<file path="src/rtl/serial_adder_ctrl.sv">
// Bit-serial adder: one full_adder cell iterated LSB-first over WIDTH bits with valid/ready on both sides.
// Optional subtract mode is enabled by defining SERIAL_ADDER_SUB_EN.

module full_adder (
    input  logic a,
    input  logic b,
    input  logic cin,
    output logic sum,
    output logic cout
);
    assign sum  = a ^ b ^ cin;
    assign cout = (a & b) | (cin & (a ^ b));
endmodule

module serial_adder_ctrl #(
    parameter int WIDTH = 8
) (
    input  logic             clk,
    input  logic             rst_n,
    input  logic             in_valid,
    output logic             in_ready,
    input  logic [WIDTH-1:0] in_a,
    input  logic [WIDTH-1:0] in_b,
    input  logic             in_cin,
    input  logic             in_sub,
    output logic             out_valid,
    input  logic             out_ready,
    output logic [WIDTH-1:0] out_sum,
    output logic             out_cout,
    output logic             busy
);
    localparam int CW = $clog2(WIDTH);

    typedef enum logic [1:0] {IDLE, RUN, DONE} state_t;

    state_t           state, state_nxt;
    logic [WIDTH-1:0] a_q, b_q, sum_q;
    logic             carry_q;
    logic [CW-1:0]    cnt_q;
    logic             fa_sum, fa_cout;
    logic             accept, last_bit;
    logic [WIDTH-1:0] b_load;
    logic             c_load;

    assign accept   = in_valid && in_ready;
    assign last_bit = (cnt_q == CW'(WIDTH - 1));

`ifdef SERIAL_ADDER_SUB_EN
    // a - b == a + ~b + 1; carry-out high means no borrow
    assign b_load = in_sub ? ~in_b : in_b;
    assign c_load = in_sub ? 1'b1 : in_cin;
`else
    logic unused_sub;
    assign unused_sub = in_sub;
    assign b_load     = in_b;
    assign c_load     = in_cin;
`endif

    full_adder u_fa (
        .a    (a_q[0]),
        .b    (b_q[0]),
        .cin  (carry_q),
        .sum  (fa_sum),
        .cout (fa_cout)
    );

    always_ff @(posedge clk or negedge rst_n) begin
        if (!rst_n) state <= IDLE;
        else        state <= state_nxt;
    end

    always_comb begin
        state_nxt = state;
        case (state)
            IDLE:    if (accept)    state_nxt = RUN;
            RUN:     if (last_bit)  state_nxt = DONE;
            DONE:    if (out_ready) state_nxt = IDLE;
            default:                state_nxt = IDLE;
        endcase
    end

    always_comb begin
        in_ready  = 1'b0;
        out_valid = 1'b0;
        busy      = 1'b0;
        case (state)
            IDLE:    in_ready = 1'b1;
            RUN:     busy = 1'b1;
            DONE: begin
                out_valid = 1'b1;
                busy      = 1'b1;
            end
            default: ;
        endcase
    end

    // Sum bits enter at the MSB, so after WIDTH shifts bit 0 holds the first result bit.
    always_ff @(posedge clk or negedge rst_n) begin
        if (!rst_n) begin
            a_q     <= '0;
            b_q     <= '0;
            sum_q   <= '0;
            carry_q <= 1'b0;
            cnt_q   <= '0;
        end else if (state == IDLE) begin
            if (accept) begin
                a_q     <= in_a;
                b_q     <= b_load;
                carry_q <= c_load;
                cnt_q   <= '0;
            end
        end else if (state == RUN) begin
            a_q     <= a_q >> 1;
            b_q     <= b_q >> 1;
            sum_q   <= {fa_sum, sum_q[WIDTH-1:1]};
            carry_q <= fa_cout;
            cnt_q   <= cnt_q + 1'b1;
        end
    end

    assign out_sum  = sum_q;
    assign out_cout = carry_q;

endmodule

</file>
<file path="config.mk">
export PLATFORM = sky130hd
export DESIGN_NAME = serial_adder_ctrl
export DESIGN_NICKNAME = d
export VERILOG_FILES = /design/src/rtl/serial_adder_ctrl.sv
export SDC_FILE = /design/constraint.sdc
export NUM_CORES = 1
export LEC_CHECK = 0
export ABC_CLOCK_PERIOD_IN_PS = 2600
export BUFFER_PORTS_ARGS = -buffer_cell sky130_fd_sc_hd__buf_2
export CAP_MARGIN = 20
export CORE_MARGIN = 10
export CORE_UTILIZATION = 50
export CTS_BUF_LIST = sky130_fd_sc_hd__clkbuf_2
export DETAILED_ROUTE_END_ITERATION = 8
export GPL_ROUTABILITY_DRIVEN = 0
export GPL_TIMING_DRIVEN = 0
export PLACE_DENSITY_LB_ADDON = 0.3
export REMOVE_ABC_BUFFERS = 1
export SLEW_MARGIN = 30
export SYNTH_ARGS = -nofsm -noshare
export SYNTH_HDL_FRONTEND = slang
export SYNTH_SLANG_ARGS = --single-unit
</file>
<file path="constraint.sdc">
create_clock -name clk -period 2.6 [get_ports clk]
set_input_delay 0.39 -clock clk [delete_from_list [all_inputs] [get_ports clk]]
set_output_delay 0.39 -clock clk [all_outputs]
set_load 0.01 [all_outputs]
</file>
# Word-level counts from Yosys, hierarchy flattened
# Index checks and enable logic that the tools add are counted.
[word_totals] regBits=30 out_inout_bits=12
[op_classes] eq_ne=6 addsub=1 muxes=19 bitwise=6 n_reduce_logical=7
[ops] operator="two-way mux 8 bit" n=6
[ops] operator="two-way mux 3 bit" n=3
[ops] operator="two-way mux 1 bit" n=6
[ops] operator="two-way mux 2 bit" n=3
[ops] operator="!= test 2 bit (second input constant)" n=3
[ops] operator="case mux 2 bit (3 select lines)" n=1
[ops] operator="AND reduction 2 bit" n=2
[ops] operator="adder 3 x 1 -> 3 bit (second input constant)" n=1
[ops] operator="== test 3 bit (second input constant)" n=1
[ops] operator="AND reduction 3 bit" n=1
[ops] operator="AND 1 bit" n=2
[ops] operator="== test 2 x 1 -> 1 bit (second input constant)" n=1
[ops] operator="== test 2 bit (second input constant)" n=1
[ops] operator="logical NOT 2 bit" n=1
[ops] operator="nonzero test 2 bit" n=1
[ops] operator="OR reduction 2 bit" n=1
[ops] operator="XOR 1 bit" n=2
[ops] operator="logical AND 1 bit" n=1
[ops] operator="inverter 1 bit" n=1
[ops] operator="bitwise OR 1 bit" n=1

# Longest topological paths before layout
[depth] word_depth=5 mapped_depth=7 ltp_nobuf=5

# Cells and area by module
# A second synthesis with hierarchy kept.
[unflattened] hier_cells=124 hier_area_um2=1458.9
[by_module_without_submodules] mod="serial_adder_ctrl" cells_per_inst=123 area_per_inst_um2=1438.9 instances=1 seq_area_each_um2=750.7
[by_module_without_submodules] mod="full_adder" cells_per_inst=1 area_per_inst_um2=20.0 instances=1 seq_area_each_um2=0.0

# Least setup slack after synthesis
# No wires, ideal clock.
[synth_timing] path_type="register -> register" startpoint="register state[0]" endpoint="register state[0]" synth_period_minus_slack_ns=1.572 setup_time_ns=0.128 n_path_buf=1 slack_ns=1.028 path_stages_with_launch=7 arrival_ns=1.444 path_cell_list="dfrtp_1 inv_1 ha_1 buf_6 nor2b_4 a221oi_4 mux2_1"
[synth_via] elab_chain_len=5 word_cells_on_any_way=10 cone_classes="eq/ne: 5; mux: 2; reduce/logical: 3"
[synth_lines] item="from (decl)" line_no="36" text="state_t state, state_nxt;"
[synth_lines] item="from (signal assigned)" line_no="69" text="else state <= state_nxt;"
[synth_lines] item="logical NOT 2 bit" line_no="86" text="case (state)"
[synth_lines] item="two-way mux 1 bit" line_no="86"
[synth_lines] item="net in_ready" line_no="21" text="output logic in_ready,"
[synth_lines] item="logical AND 1 bit" line_no="45" text="assign accept = in_valid && in_ready;"
[synth_lines] item="!= test 2 bit (no source line)"
[synth_lines] item="AND reduction 3 bit (no source line)"
# The timed path passes the listed nets, and every way through them passes these cells.
# A chain may end at the register's enable or synchronous reset.

# Worst setup path after layout
[layout_timing] startpoint="register state[0]" endpoint="register a_q[2]"
[layout_via] elab_chain_len=5 word_cells_on_any_way=8 cone_classes="eq/ne: 2; mux: 2; reduce/logical: 4"
[layout_lines] item="logical NOT 2 bit" line_no="86, 105"
[layout_lines] item="two-way mux 1 bit" line_no="86"
[layout_lines] item="logical AND 1 bit" line_no="45"
[layout_lines] item="!= test 2 bit (no source line)"
[layout_lines] item="AND reduction 2 bit (no source line)"
[layout_lines] item="to (signal assigned)" line_no="107" text="a_q <= in_a;"
[layout_lines] item="to (signal assigned)" line_no="113" text="a_q <= a_q >> 1;"
[layout_lines] item="to (decl)" line_no="37" text="logic [WIDTH-1:0] a_q, b_q, sum_q;"
# Several ways; a longest one is shown, not always the timed one.

==> impl_table.tex <==
\begin{tabular}{lr}
\hline
Metric & Value \\
\hline
\multicolumn{2}{l}{\textbf{Outcome}} \\
Status & completed \\
\multicolumn{2}{l}{\textbf{Detailed routing}} \\
Vias/cell & between 5 and 6 \\
Initial DRC Count & 28 \\
Number of antenna-violating nets in the routed design & 0 \\
Residual DRC count & 0 \\
Count of vias placed by the detailed router & just under 1,000 \\
Wirelength, routed & 2740 um \\
WL/cell & 14.6 um \\
Detailed-router iteration count before antenna repair & 4 \\
\multicolumn{2}{l}{\textbf{Placed design}} \\
DP Worst Slack & $\sim$350 ps \\
Number of cells in the design after placement & 179 \\
Buffers on Ports & 32 \\
HPWL reported at the end of detailed placement & 2040 um \\
\multicolumn{2}{l}{\textbf{Hold path}} \\
Hold/Removal Path Class & primary input to async pin \\
\multicolumn{2}{l}{\textbf{Critical path}} \\
Type of element launching the critical path & flip-flop \\
Critical Path AT & 2470 ps \\
Depth of the worst register-to-register path & 4 \\
Type of the worst setup path & flip-flop to flip-flop \\
R2R Path End & a\_q[2]\$\_DFFE\_PN0P\_ \\
Worst reg2reg setup slack & 360 ps \\
Worst Path Max Fanout & 30 \\
Reg-to-reg critical path startpoint & state[0]\$\_DFFE\_PN0P\_ \\
Data required, critical path & 2830 ps \\
Critical Path End Type & flip-flop \\
\multicolumn{2}{l}{\textbf{Clock network}} \\
CTS Hold Buffers Added & 0 \\
CTS Root Cell & clkbuf\_2 \\
TritonCTS clock tree & built \\
Number of buffers created by CTS & 5 \\
Cells resized by post-CTS repair & 0 \\
Number of buffers inserted to repair setup after CTS & 0 \\
Count of clock tree sinks & 30 \\
Clock-pin slew on the worst setup and hold paths & $\sim$150 ps \\
Level count of the clock H-tree & 2 \\
Max clock buf depth & 2 \\
Skew-Pair Late Insertion Delay & 370 ps \\
\multicolumn{2}{l}{\textbf{Die}} \\
Vertical extent of the die & 74.0 um \\
Die extent in x & 74.0 um \\
Core box area & between 2000 and 3000 um2 \\
Initial standard-cell utilization of the core & 52.5\% \\
Area of the die & 5480 um2 \\
Cell Rows & 19 \\
I/O pins & 34 \\
\multicolumn{2}{l}{\textbf{Synth}} \\
Count of state elements after synthesis & 30 \\
Top cell type's share of synthesized area & around half \\
Post-synth top flop & dfrtp\_1 \\
Share of synthesized area occupied by flip-flops and latches & 51.5\% \\
Yosys warning count & 0 \\
Cell Area, Synth & between 1000 and 1500 um2 \\
Most area-consuming cells after synthesis & dfrtp\_1 (51\%), mux2i\_1 (11\%), mux2\_2 (7.7\%) \\
Top cells by count, synth & dfrtp\_1 (30), nand2\_1 (20), o21ai\_0 (19) \\
Post-Synthesis Cells & $\sim$120 \\
Most common cell in the synthesized netlist & dfrtp\_1 \\
Async S/R FF share, synth & 100\% \\
Leading area contributor after synthesis & dfrtp\_1 \\
Average cell area after synthesis & $\sim$12 um2 \\
Distinct cell type count after synthesis & 20 \\
EDFF count, synth & 0 \\
\multicolumn{2}{l}{\textbf{Timing}} \\
Period utilisation layout & 86.3\% \\
Rel. slew slack & 46.7\% \\
Worst Max-Slew Pin Slew & 800 ps \\
Setup repair after global routing missed its margin & no \\
Hold Vio Cnt, Final & 0 \\
Time the worst path needs with I/O delays and setup & approximately 2200 ps \\
Final critical-path setup slack & 356 ps \\
Setup total negative slack & 0 ps \\
Setup-failing EPs final & 0 \\
Highest achievable clock rate & $\sim$0.45 GHz \\
Worst-case clock skew & 5.93 ps \\
Final number of max-transition violations & 0 \\
\multicolumn{2}{l}{\textbf{Layout}} \\
Layout Utilization & 59.7\% \\
Share of layout cells above drive strength 1 & around 34\% \\
P\&R area growth vs syn & 13.8\% \\
Number of diodes & 0 \\
Fill cell count & 252 \\
Final nets & 184 \\
Final non-filler cell total & 187 \\
\multicolumn{2}{l}{\textbf{Pwr}} \\
Clock share of power & between 10 and 15\% \\
Switching power & 0.000803 W \\
Power density over cell area & approximately 1200 nW/um2 \\
P\_leak & roughly 0.82 nW \\
Sequential group share of total power & 40.2\% \\
Combinational cell fraction of total power & 48.7\% \\
Switching share of power & 39.6\% \\
Internal power contribution & between 0.001 and 0.0015 W \\
Maximum resistive drop on vdd & about 730 uV \\
\multicolumn{2}{l}{\textbf{GRT}} \\
Total global routing overflow & 0 \\
Wire length of the first global-routing pass & 4870 um \\
Antenna violations before repair & 0 \\
Pin count of the biggest net entering global routing & 31 \\
GR Util All Layers & between 10\% and 20\% \\
Vias in the first global route & 1,097 \\
\multicolumn{2}{l}{\textbf{Run}} \\
Max\_cap viols & 0 \\
\hline
\end{tabular}
layout make-up:
| type | instances | area, um2 | area share (%) |
|---|---|---|---|
| inverter | 4 | 15.0 | 0.904 |
| timing repair buffer | 32 | 160 | 9.65 |
| multi-input combinational | 82 | 657 | 39.6 |
| clock inverter | 2 | 8.76 | 0.528 |
| sequential | 30 | 751 | 45.2 |
| tap | 31 | 38.8 | 2.34 |
| clock buffer | 6 | 30.0 | 1.81 |
flip-flops by register name, indices dropped and copies added, names as in the netlist:
| name | flops |
|---|---|
| out_sum | 8 |
| out_cout | 1 |
| state | 2 |
| b_q | 8 |
| cnt_q | 3 |
| a_q | 8 |
how the worst max path moves through the flow:
| stage | startpoint | endpoint | slack [ps] | cells past startpoint |
|---|---|---|---|---|
| floorplan | state[0]$_DFFE_PN0P_ | a_q[0]$_DFFE_PN0P_ | -190 | 4 |
| global placement | state[0]$_DFFE_PN0P_ | b_q[0]$_DFFE_PN0P_ | -780 | 4 |
| detailed placement | state[0]$_DFFE_PN0P_ | a_q[2]$_DFFE_PN0P_ | 350 | 4 |
| CTS | state[0]$_DFFE_PN0P_ | a_q[2]$_DFFE_PN0P_ | 340 | 4 |
| global route | state[1]$_DFFE_PN0P_ | a_q[2]$_DFFE_PN0P_ | 120 | 4 |
| finish | state[0]$_DFFE_PN0P_ | a_q[2]$_DFFE_PN0P_ | 360 | 4 |
routing by layer:
layer / track usage, % / routed length (um) / up-vias
met4: 6.21 / 60 / 0
met2: 18.5 / 1260 / 27
met5: 0 / 0 / -
met1: 11.7 / 1090 / 441
li1: - / - / 485
met3: 6.52 / 328 / 8
worst max-delay path, cell delays in order, from the launching register on:
cell	delay, ps
dfrtp_1	420
inv_1	120
ha_2	610
mux2i_4	720
o21ai_0	220
kinds of logic (layout without fill, tap and decap cells):
family | after synthesis | count (layout) | synth area share (%)
adders and majority gates | 7 | 7 | 6.52
xor gates and xnor gates | 1 | 1 | 0.600
AOI/OAI and AO/OA | 23 | 23 | 9.69
buffers and inverters | 12 | 44 | 4.55
muxes | 28 | 28 | 20.2
and+or+nand+nor | 23 | 23 | 6.95
DFF | 30 | 30 | 51.5
layout by cell type (no fill, tap or decap):
cell type  count
nand2b_1       2
a21boi_0       2
ha_2           1
nor2b_4        1
mux2_2        10
mux2i_4        1
fa_1           1
mux2i_1       15
o21ai_0       19
xnor2_1        1
buf_2         32
clkinv_2       1
inv_1          4
clkinv_1       1
ha_1           5
o21ai_1        1
dfrtp_1       30
a221oi_4       1
clkbuf_2       6
mux2_1         2
nand2_1       20
power groups by stage:
stage	combinational (W)	clock (W)	sequential, W
6_report	0.000989	0.000224	0.000816
5_1_grt	0.00115	0.000252	0.000848
4_1_cts	0.00101	0.000231	0.000819
3_5_place_dp	0.00101	0	0.000832
3_3_place_gp	0.000944	0	0.000815
2_1_floorplan	0.000693	0	0.000837
stage by stage:
stage | cell area (um2) | power, W | hold slack, ps
final | 1660 | 0.00203 | 17.1
after global routing | 1660 | 0.00225 | 47.2
after CTS | 1660 | 0.00206 | 34.6
after detailed placement | 1620 | 0.00184 | 458
after global placement | 1610 | 0.00176 | 445
after floorplan | 1410 | 0.00153 | 94.4
No activity file was read; power rests on OpenSTA's default activity.
